**config.mk**
```make
export PLATFORM = sky130hd
export DESIGN_NAME = aes_round_sequencer
export DESIGN_NICKNAME = d
export VERILOG_FILES = /design/src/rtl/aes_round_sequencer.sv
export SDC_FILE = /design/constraint.sdc
export NUM_CORES = 1
export LEC_CHECK = 0
export CORE_ASPECT_RATIO = 1.2
export CORE_UTILIZATION = 42
export CTS_CLUSTER_DIAMETER = 30
export DETAILED_ROUTE_END_ITERATION = 10
export GPL_TIMING_DRIVEN = 0
export PLACE_DENSITY = 0.75
export SLEW_MARGIN = 0
export SYNTH_ARGS = -nofsm -noshare
export SYNTH_HDL_FRONTEND = slang
export SYNTH_SLANG_ARGS = --single-unit
```
**constraint.sdc**
```tcl
create_clock -name clk -period 3 [get_ports clk]
set_clock_uncertainty 0.15 [all_clocks]
set_input_delay 0.6 -clock clk [delete_from_list [all_inputs] [get_ports clk]]
set_output_delay 0.6 -clock clk [all_outputs]
set_load 0.02 [all_outputs]
```
**src/rtl/aes_round_sequencer.sv**
```systemverilog
// Issues the AES-128 encrypt/decrypt op stream to the vector AES datapath, one op per valid/ready handshake.
// Optional key-expansion prologue (KLOAD + 10x KEXP) is compiled in with AES_SEQ_KEYEXP_EN.
module aes_round_sequencer #(
    parameter logic [31:0] RK_BASE = 32'h0000_0058,
    parameter int          NR      = 10
) (
    input  logic        clk,
    input  logic        rst,
    input  logic        start,
    input  logic        decrypt,
`ifdef AES_SEQ_KEYEXP_EN
    input  logic        key_expand,
`endif
    output logic        op_valid,
    input  logic        op_ready,
    output logic [3:0]  op_code,
    output logic [31:0] rk_addr,
    output logic [7:0]  rcon,
    output logic [3:0]  round,
    output logic        busy,
    output logic        done,
    output logic [3:0]  state_dbg
);
    // Handshake: an op completes on a cycle with op_valid & op_ready; while op_valid & !op_ready
    // op_code, rk_addr, rcon and round stay stable, and op_valid only drops after a handshake.
    localparam logic [3:0] OP_NOP   = 4'd0;
    localparam logic [3:0] OP_QPA   = 4'd1;
    localparam logic [3:0] OP_ARK   = 4'd2;
    localparam logic [3:0] OP_ESRSB = 4'd3;
    localparam logic [3:0] OP_EMIX  = 4'd4;
    localparam logic [3:0] OP_DSRSU = 4'd5;
    localparam logic [3:0] OP_DMIX  = 4'd6;
    localparam logic [3:0] OP_QPB   = 4'd7;
    localparam logic [3:0] OP_KLOAD = 4'd8;
    localparam logic [3:0] OP_KEXP  = 4'd9;

    localparam logic [3:0] RND_LAST = 4'(NR);
    localparam logic [3:0] ENC_TERM = 4'(NR - 1);
    localparam logic [3:0] DEC_TERM = 4'd1;

    typedef enum logic [3:0] {
        IDLE, PRE, ARK_FIRST, RND_A, RND_B, RND_C, FIN_A, FIN_B, POST, DONE, KLOAD_S, KEXP_S
    } state_t;

    state_t      state, state_n;
    logic [3:0]  round_n;
    logic        dec_q;
    logic        hs;
    logic        key_n;
    logic        load_addr;
    logic [3:0]  round_step;

    assign hs         = op_valid && op_ready;
    assign round_step = dec_q ? round - 4'd1 : round + 4'd1;

    // Decrypt swaps the roles of RND_B/RND_C: the AddRoundKey sits in RND_B instead of RND_C.
    always_comb begin
        key_n = 1'b0;
        case (state_n)
            KLOAD_S, KEXP_S, ARK_FIRST, FIN_B: key_n = 1'b1;
            RND_B:                             key_n = dec_q;
            RND_C:                             key_n = !dec_q;
            default:                           key_n = 1'b0;
        endcase
    end

    assign load_addr = key_n && ((state_n != state) || hs);

    always_comb begin
        state_n = state;
        round_n = round;
        case (state)
            IDLE: begin
                if (start) begin
                    round_n = decrypt ? RND_LAST : 4'd0;
                    state_n = PRE;
`ifdef AES_SEQ_KEYEXP_EN
                    if (key_expand) begin
                        round_n = 4'd0;
                        state_n = KLOAD_S;
                    end
`endif
                end
            end
            KLOAD_S: if (hs) begin
                state_n = KEXP_S;
                round_n = round + 4'd1;
            end
            KEXP_S: if (hs) begin
                if (round == RND_LAST) begin
                    state_n = PRE;
                    round_n = dec_q ? RND_LAST : 4'd0;
                end else begin
                    round_n = round + 4'd1;
                end
            end
            PRE:       if (hs) state_n = ARK_FIRST;
            ARK_FIRST: if (hs) begin
                state_n = RND_A;
                round_n = round_step;
            end
            RND_A:     if (hs) state_n = RND_B;
            RND_B:     if (hs) state_n = RND_C;
            RND_C: if (hs) begin
                state_n = (round == (dec_q ? DEC_TERM : ENC_TERM)) ? FIN_A : RND_A;
                round_n = round_step;
            end
            FIN_A:     if (hs) state_n = FIN_B;
            FIN_B:     if (hs) state_n = POST;
            POST:      if (hs) state_n = DONE;
            DONE:      state_n = IDLE;
            default:   state_n = IDLE;
        endcase
    end

    always_ff @(posedge clk or posedge rst) begin
        if (rst) begin
            state <= IDLE;
        end else begin
            state <= state_n;
        end
    end

    always_ff @(posedge clk or posedge rst) begin
        if (rst) begin
            round   <= 4'd0;
            rk_addr <= 32'd0;
            dec_q   <= 1'b0;
        end else begin
            round <= round_n;
            if (state == IDLE && start) dec_q <= decrypt;
            if (load_addr) rk_addr <= RK_BASE + {24'd0, round_n, 4'b0000};
        end
    end

    always_comb begin
        op_code = OP_NOP;
        case (state)
            PRE:       op_code = OP_QPA;
            ARK_FIRST: op_code = OP_ARK;
            RND_A:     op_code = dec_q ? OP_DSRSU : OP_ESRSB;
            RND_B:     op_code = dec_q ? OP_ARK : OP_EMIX;
            RND_C:     op_code = dec_q ? OP_DMIX : OP_ARK;
            FIN_A:     op_code = dec_q ? OP_DSRSU : OP_ESRSB;
            FIN_B:     op_code = OP_ARK;
            POST:      op_code = OP_QPB;
            KLOAD_S:   op_code = OP_KLOAD;
            KEXP_S:    op_code = OP_KEXP;
            default:   op_code = OP_NOP;
        endcase
    end

`ifdef AES_SEQ_KEYEXP_EN
    function automatic logic [7:0] rcon_of(input logic [3:0] i);
        case (i)
            4'd1:    rcon_of = 8'h01;
            4'd2:    rcon_of = 8'h02;
            4'd3:    rcon_of = 8'h04;
            4'd4:    rcon_of = 8'h08;
            4'd5:    rcon_of = 8'h10;
            4'd6:    rcon_of = 8'h20;
            4'd7:    rcon_of = 8'h40;
            4'd8:    rcon_of = 8'h80;
            4'd9:    rcon_of = 8'h1B;
            4'd10:   rcon_of = 8'h36;
            default: rcon_of = 8'h00;
        endcase
    endfunction

    assign rcon = (state == KEXP_S) ? rcon_of(round) : 8'h00;
`else
    assign rcon = 8'h00;
`endif

    assign op_valid  = (state != IDLE) && (state != DONE);
    assign busy      = (state != IDLE);
    assign done      = (state == DONE);
    assign state_dbg = state;
endmodule

```
# Word-level counts from Yosys, hierarchy flattened
# Index checks and enable logic that the tools add are counted.
[classes]
n_reduce_logical = 12
n_eq_ne = 21
n_mux = 29
add_sub_neg = 3
[ops]
columns = ["cell", "n"]
rows = [
  ["2-to-1 mux 4 bit", 21],
  ["case mux 4 bit (11 select lines)", 1],
  ["case mux 4 bit (8 select lines)", 1],
  ["equality test 4 x 3 -> 1 bit, second input constant", 7],
  ["equality test 4 bit, second input constant", 7],
  ["case mux 4 bit (4 select lines)", 1],
  ["equality test 4 x 2 -> 1 bit, second input constant", 3],
  ["2-to-1 mux 3 bit", 4],
  ["adder 7 x 8 -> 9 bit, first input constant", 1],
  ["OR reduction 2 bit", 3],
  ["adder 4 x 1 -> 4 bit, second input constant", 1],
  ["equality test 4 x 1 -> 1 bit, second input constant", 1],
  ["equality test 4 bit", 1],
  ["logical AND 1 bit", 4],
  ["zero test 4 bit", 1],
  ["!= test 4 bit", 1],
  ["!= test 4 bit, second input constant", 1],
  ["nonzero test 4 bit", 1],
  ["OR reduction 4 bit", 1],
  ["subtractor 4 x 1 -> 4 bit, second input constant", 1],
  ["case mux 1 bit (3 select lines)", 1],
  ["zero test 1 bit", 1],
  ["logical OR 1 bit", 1],
]
[word_totals]
reg_bits = 41
output_inout_bits = 55
wordCells = 69

# Depth between registers and ports, before layout
[logic_depth]
ltp_word = 9
depth_mapped = 11
depth_no_buf = 10

# Worst setup path after synthesis
# No wires, ideal clock.
[synth_timing]
path_type = "reg-to-reg"
startpoint = "register round[0]"
endpoint = "register rk_addr[6]"
stages_incl_launch_ff = 11
required_ns = 2.725
arrival_ns = 2.310
path_buffers = 0
path_slack_ns = 0.416
cell_sequence = "dfrtp_1 > inv_1 > ha_1 > nand3b_1 > mux2i_1 > nor3b_1 > o31ai_1 > nand3_1 > ha_1 > xnor2_1 > mux2_2"
[synth_via]
elab_cells_between_ends = 28
[synth_lines]
columns = ["element", "line", "rtl"]
rows = [
  ["start, declared", "19", "output logic [3:0] round,"],
  ["start signal, assigned", "130", "round <= round_n;"],
  ["adder 4 x 1 -> 4 bit (tied with other cells)", "54, 87, 94", ""],
  ["2-to-1 mux 4 bit (on tied branches)", "54, 90", ""],
  ["2-to-1 mux 4 bit (on tied branches)", "98, 104, 89", ""],
  ["case mux 4 bit (4 select lines) *", "72", "case (state)"],
  ["via round_n[1]", "46", "logic [3:0] round_n;"],
  ["adder 7 x 8 -> 9 bit *", "132", "if (load_addr) rk_addr <= RK_BASE + {24'd0, round_n, 4'b0000};"],
  ["end signal, assigned", "132", ""],
  ["end, declared", "17", "output logic [31:0] rk_addr,"],
]
# Mark *: on every way through the listed nets, which the timed path passes. The rest lies on a longest branch.
# A chain may end at the register's enable or synchronous reset.

# Worst setup path after layout
[layout_timing]
startpoint = "input op_ready"
endpoint = "register rk_addr[6]"
[layout_via]
elab_chain_cells = 7
elab_cells_between_ends = 28
[layout_rtl]
columns = ["element", "line", "rtl"]
rows = [
  ["start, declared", "15", "input logic op_ready,"],
  ["logical AND 1 bit *", "53", "assign hs = op_valid && op_ready;"],
  ["2-to-1 mux 4 bit (tied with other cells)", "110", "POST: if (hs) state_n = DONE;"],
  ["case mux 4 bit (11 select lines) *", "72", ""],
  ["via state_n[3]", "45", "state_t state, state_n;"],
  ["equality test 4 bit (tied with other cells)", "59", "case (state_n)"],
  ["OR reduction 4 bit", "59", ""],
  ["case mux 1 bit (3 select lines)", "59", ""],
  ["logical AND 1 bit *", "67", "assign load_addr = key_n && ((state_n != state) || hs);"],
]
# Marked as above.

==> flow_metrics.py <==
metrics = {
    "pwr": {
        "p_per_area_nw_per_um2": 1020,
        "ir_worst_vdd_uv": 558,
        "leakagePower_nw": 1.09,
    },
    "sta": {
        "setup_viol": 0,
        "slew_headroom_pct": 61.9,
        "finalCriticalPeriod_ps": 2870,
        "fin_crit_sh_pct": 95.8,
        "rsz0062_at_grt": "no",
        "max_freq_mhz": 348,
        "drv_slew": 0,
        "tightest_slew_ps": 571,
        "tns_ps": 0,
        "hold_violations": 0,
        "setup_ws_ps": 127,
    },
    "global_routing": {
        "grt_max_degree": 16,
        "grt_use_total_pct": 20.3,
        "first_global_vias": 1402,
        "use_met1_pct": 27.7,
        "grt.overflow.total": 0,
        "antenna_found_initial": 0,
        "grt_use_met2_pct": 33.0,
        "busiest_layer": "met2",
        "grt_use_met3_pct": 0.709,
        "grt_pass1_wl_microns": 6800,
    },
    "detailed_routing": {
        "drc_errors": 0,
        "drt_iter0_markers": 61,
        "wirelength_microns": 4190,
        "drt_first_pass_iters": 4,
        "viasPerCell": 4.90,
        "wl_per_cell_microns": 12.5,
        "postRouteAntennaNets": 0,
        "vias": 1645,
    },
    "synthesis": {
        "synth_cell_types": 57,
        "synth_common_cells": "35 x buf_4, 15 x dfrtp_1, 15 x nand2_1, 13 x nor2_1, 12 x inv_1",
        "syn_inst": 218,
        "async_flop_share_pct": 100,
        "ys_warn_count": 0,
        "ys_ff_latch": 15,
        "ys_seq_area_share_pct": 21.3,
        "mappedNetlistArea_sq_um": 1760,
        "ys_top_cells_by_area": "dfrtp_1 21%, buf_4 15%, ha_1 3.5%",
        "synth_edf_count": 0,
        "yosys.area.top_type_share_pct": 21.3,
        "synth_ff_type": "dfrtp_1",
        "syn_avg_cell_area_sq_um": 8.09,
        "synth_top_area_cell": "dfrtp_1",
        "yosysMostFrequentCell": "buf_4",
    },
    "placed_design": {
        "io_buffers": 25,
        "preCtsSetupSlack_ps": -154,
        "dp_cells": 330,
        "hpwl_microns": 3190,
        "gp_congestion": 0.932,
    },
    "cells_and_area": {
        "n_antenna_cell": 0,
        "nNetsFinal": 293,
        "area_growth_pct": 29.1,
        "drive_above_1_share_pct": 23.4,
        "stdcell_count": 336,
    },
    "worst_setup_path": {
        "slowest_stage": "clkdlybuf4s50_1",
        "critical-path-max-stage-delay_ps": 600,
        "critPathTopFamily": "buffers and inverters",
        "worst_setup_path_end_kind": "flop",
        "cp_cell_sequence": "clkdlybuf4s50_1 > inv_1 > o211ai_1 > o211ai_1 > o22ai_1 > inv_1 > ha_1 > xnor2_1 > mux2_2",
        "worstPathMaxFanout": 7,
        "startpoint_type": "input pin",
        "path_buf_inv": 3,
        "critPathKind": "input pin to flop",
        "critPathRequiredTime_ps": 2990,
        "worstPathArrival_ps": 2860,
    },
    "die": {
        "num_io_pins": 60,
        "die-area_sq_um": 4460,
        "start_util_pct": 44.4,
        "die_x_microns": 61.1,
        "rows": 25,
        "die_h_microns": 73.0,
        "core_area_sq_um": 3970,
    },
    "clocking": {
        "cts_tree": "built",
        "cts_root_buf": "clkbuf_8",
        "numCtsBuffers": 3,
        "cts.sinks": 15,
        "holdBufCountCts": 0,
        "clkSlewWorstSetupHoldPaths_ps": 60,
        "ctsHtreeMaxLevel": 1,
        "insertion_delay_ps": 250,
        "cts_buffer_depth": 2,
    },
    "status": {
        "status": "completed",
    },
    "hold_path": {
        "hp-class": "flop to flop",
    },
    "run": {
        "max_cap_violations": 0,
    },
}
area by class of cell:
type                       instances  area [sq um]
buffer                            47           344
fill                             384          1700
timing repair buffer              27           264
sequential                        15           378
clock buffer                       4          45.0
inverter                          12          45.0
multi-input combinational        177          1130
tap                               54          67.6
layout by cell type, fill, tap and decap left out, drive strengths merged, types with 3 or more instances in the layout:
cell type / n
o22ai: 4
clkbuf: 8
xnor2: 4
mux2: 5
a21oi: 10
clkdlybuf4s50: 21
nor2: 13
o211ai: 4
mux2i: 5
a22oi: 3
nand2: 15
inv: 12
or3: 3
conb: 34
ha: 5
nand3b: 3
nand2b: 5
dlygate4sd2: 3
o21ai: 15
nand3: 6
buf: 45
a31oi: 3
dfrtp: 15
o211a: 3
kinds of logic after synthesis:
family                   Yosys count  synth area share, %
AND/OR/NAND/NOR                   66                 21.1
buffers and inverters             59                 21.6
AO/OA/AOI/OAI                     57                 23.6
flip-flops                        15                 21.3
multiplexers                      10                 6.03
adder cells (fa/ha/maj)            5                 3.55
XOR/XNOR                           5                 2.48
other                              1                0.213
worst paths after layout:
check | from | to | slack [ps] | cells after the start
max | op_ready | rk_addr[6] | 130 | 9
min | rk_addr[3] | rk_addr[3] | 320 | 1
max reg2reg | round[0] | rk_addr[6] | 220 | 11
min reg2reg | rk_addr[3] | rk_addr[3] | 320 | 1
max in group asynchronous | rst | state_dbg[2] | 1730 | 2
min in group asynchronous | rst | rk_addr[6] | 560 | 2
what timing repair did:
item	CTS	global route
setup buffers	0	2
gates resized for setup	8	5
hold endpoints to repair	0	0
endpoints found under the setup margin	4	6
through the flow:
stage	instance area, sq um	utilization, %	hold WS (ps)	total power [W]
3_5_place_dp	2200	55.5	310	0.00215
4_1_cts	2250	56.7	332	0.00231
3_3_place_gp	2200	55.5	309	0.00215
6_report	2280	57.3	324	0.00232
2_1_floorplan	1890	-	351	0.00164
5_1_grt	2280	57.3	352	0.00252
where the power goes:
part           leakage (nW)  switching (W)  internal, W
sequential            0.178      0.0000871     0.000283
clock                0.0228      0.0000680    0.0000941
combinational         0.893        0.00100     0.000785
total                  1.09        0.00116      0.00116
registers in the layout, indices dropped and copies added, names as in the netlist:
signal,count
dec_q,1
rk_addr,6
state_dbg,4
round,4
per-layer routing:
metal | part of all wire [%] | vias to the layer above
met3 | 5.5 | 9
met5 | 0 | -
met1 | 45 | 733
met2 | 47 | 65
li1 | - | 838
met4 | 2.6 | 0
No activity file was read; power rests on OpenSTA's default activity.
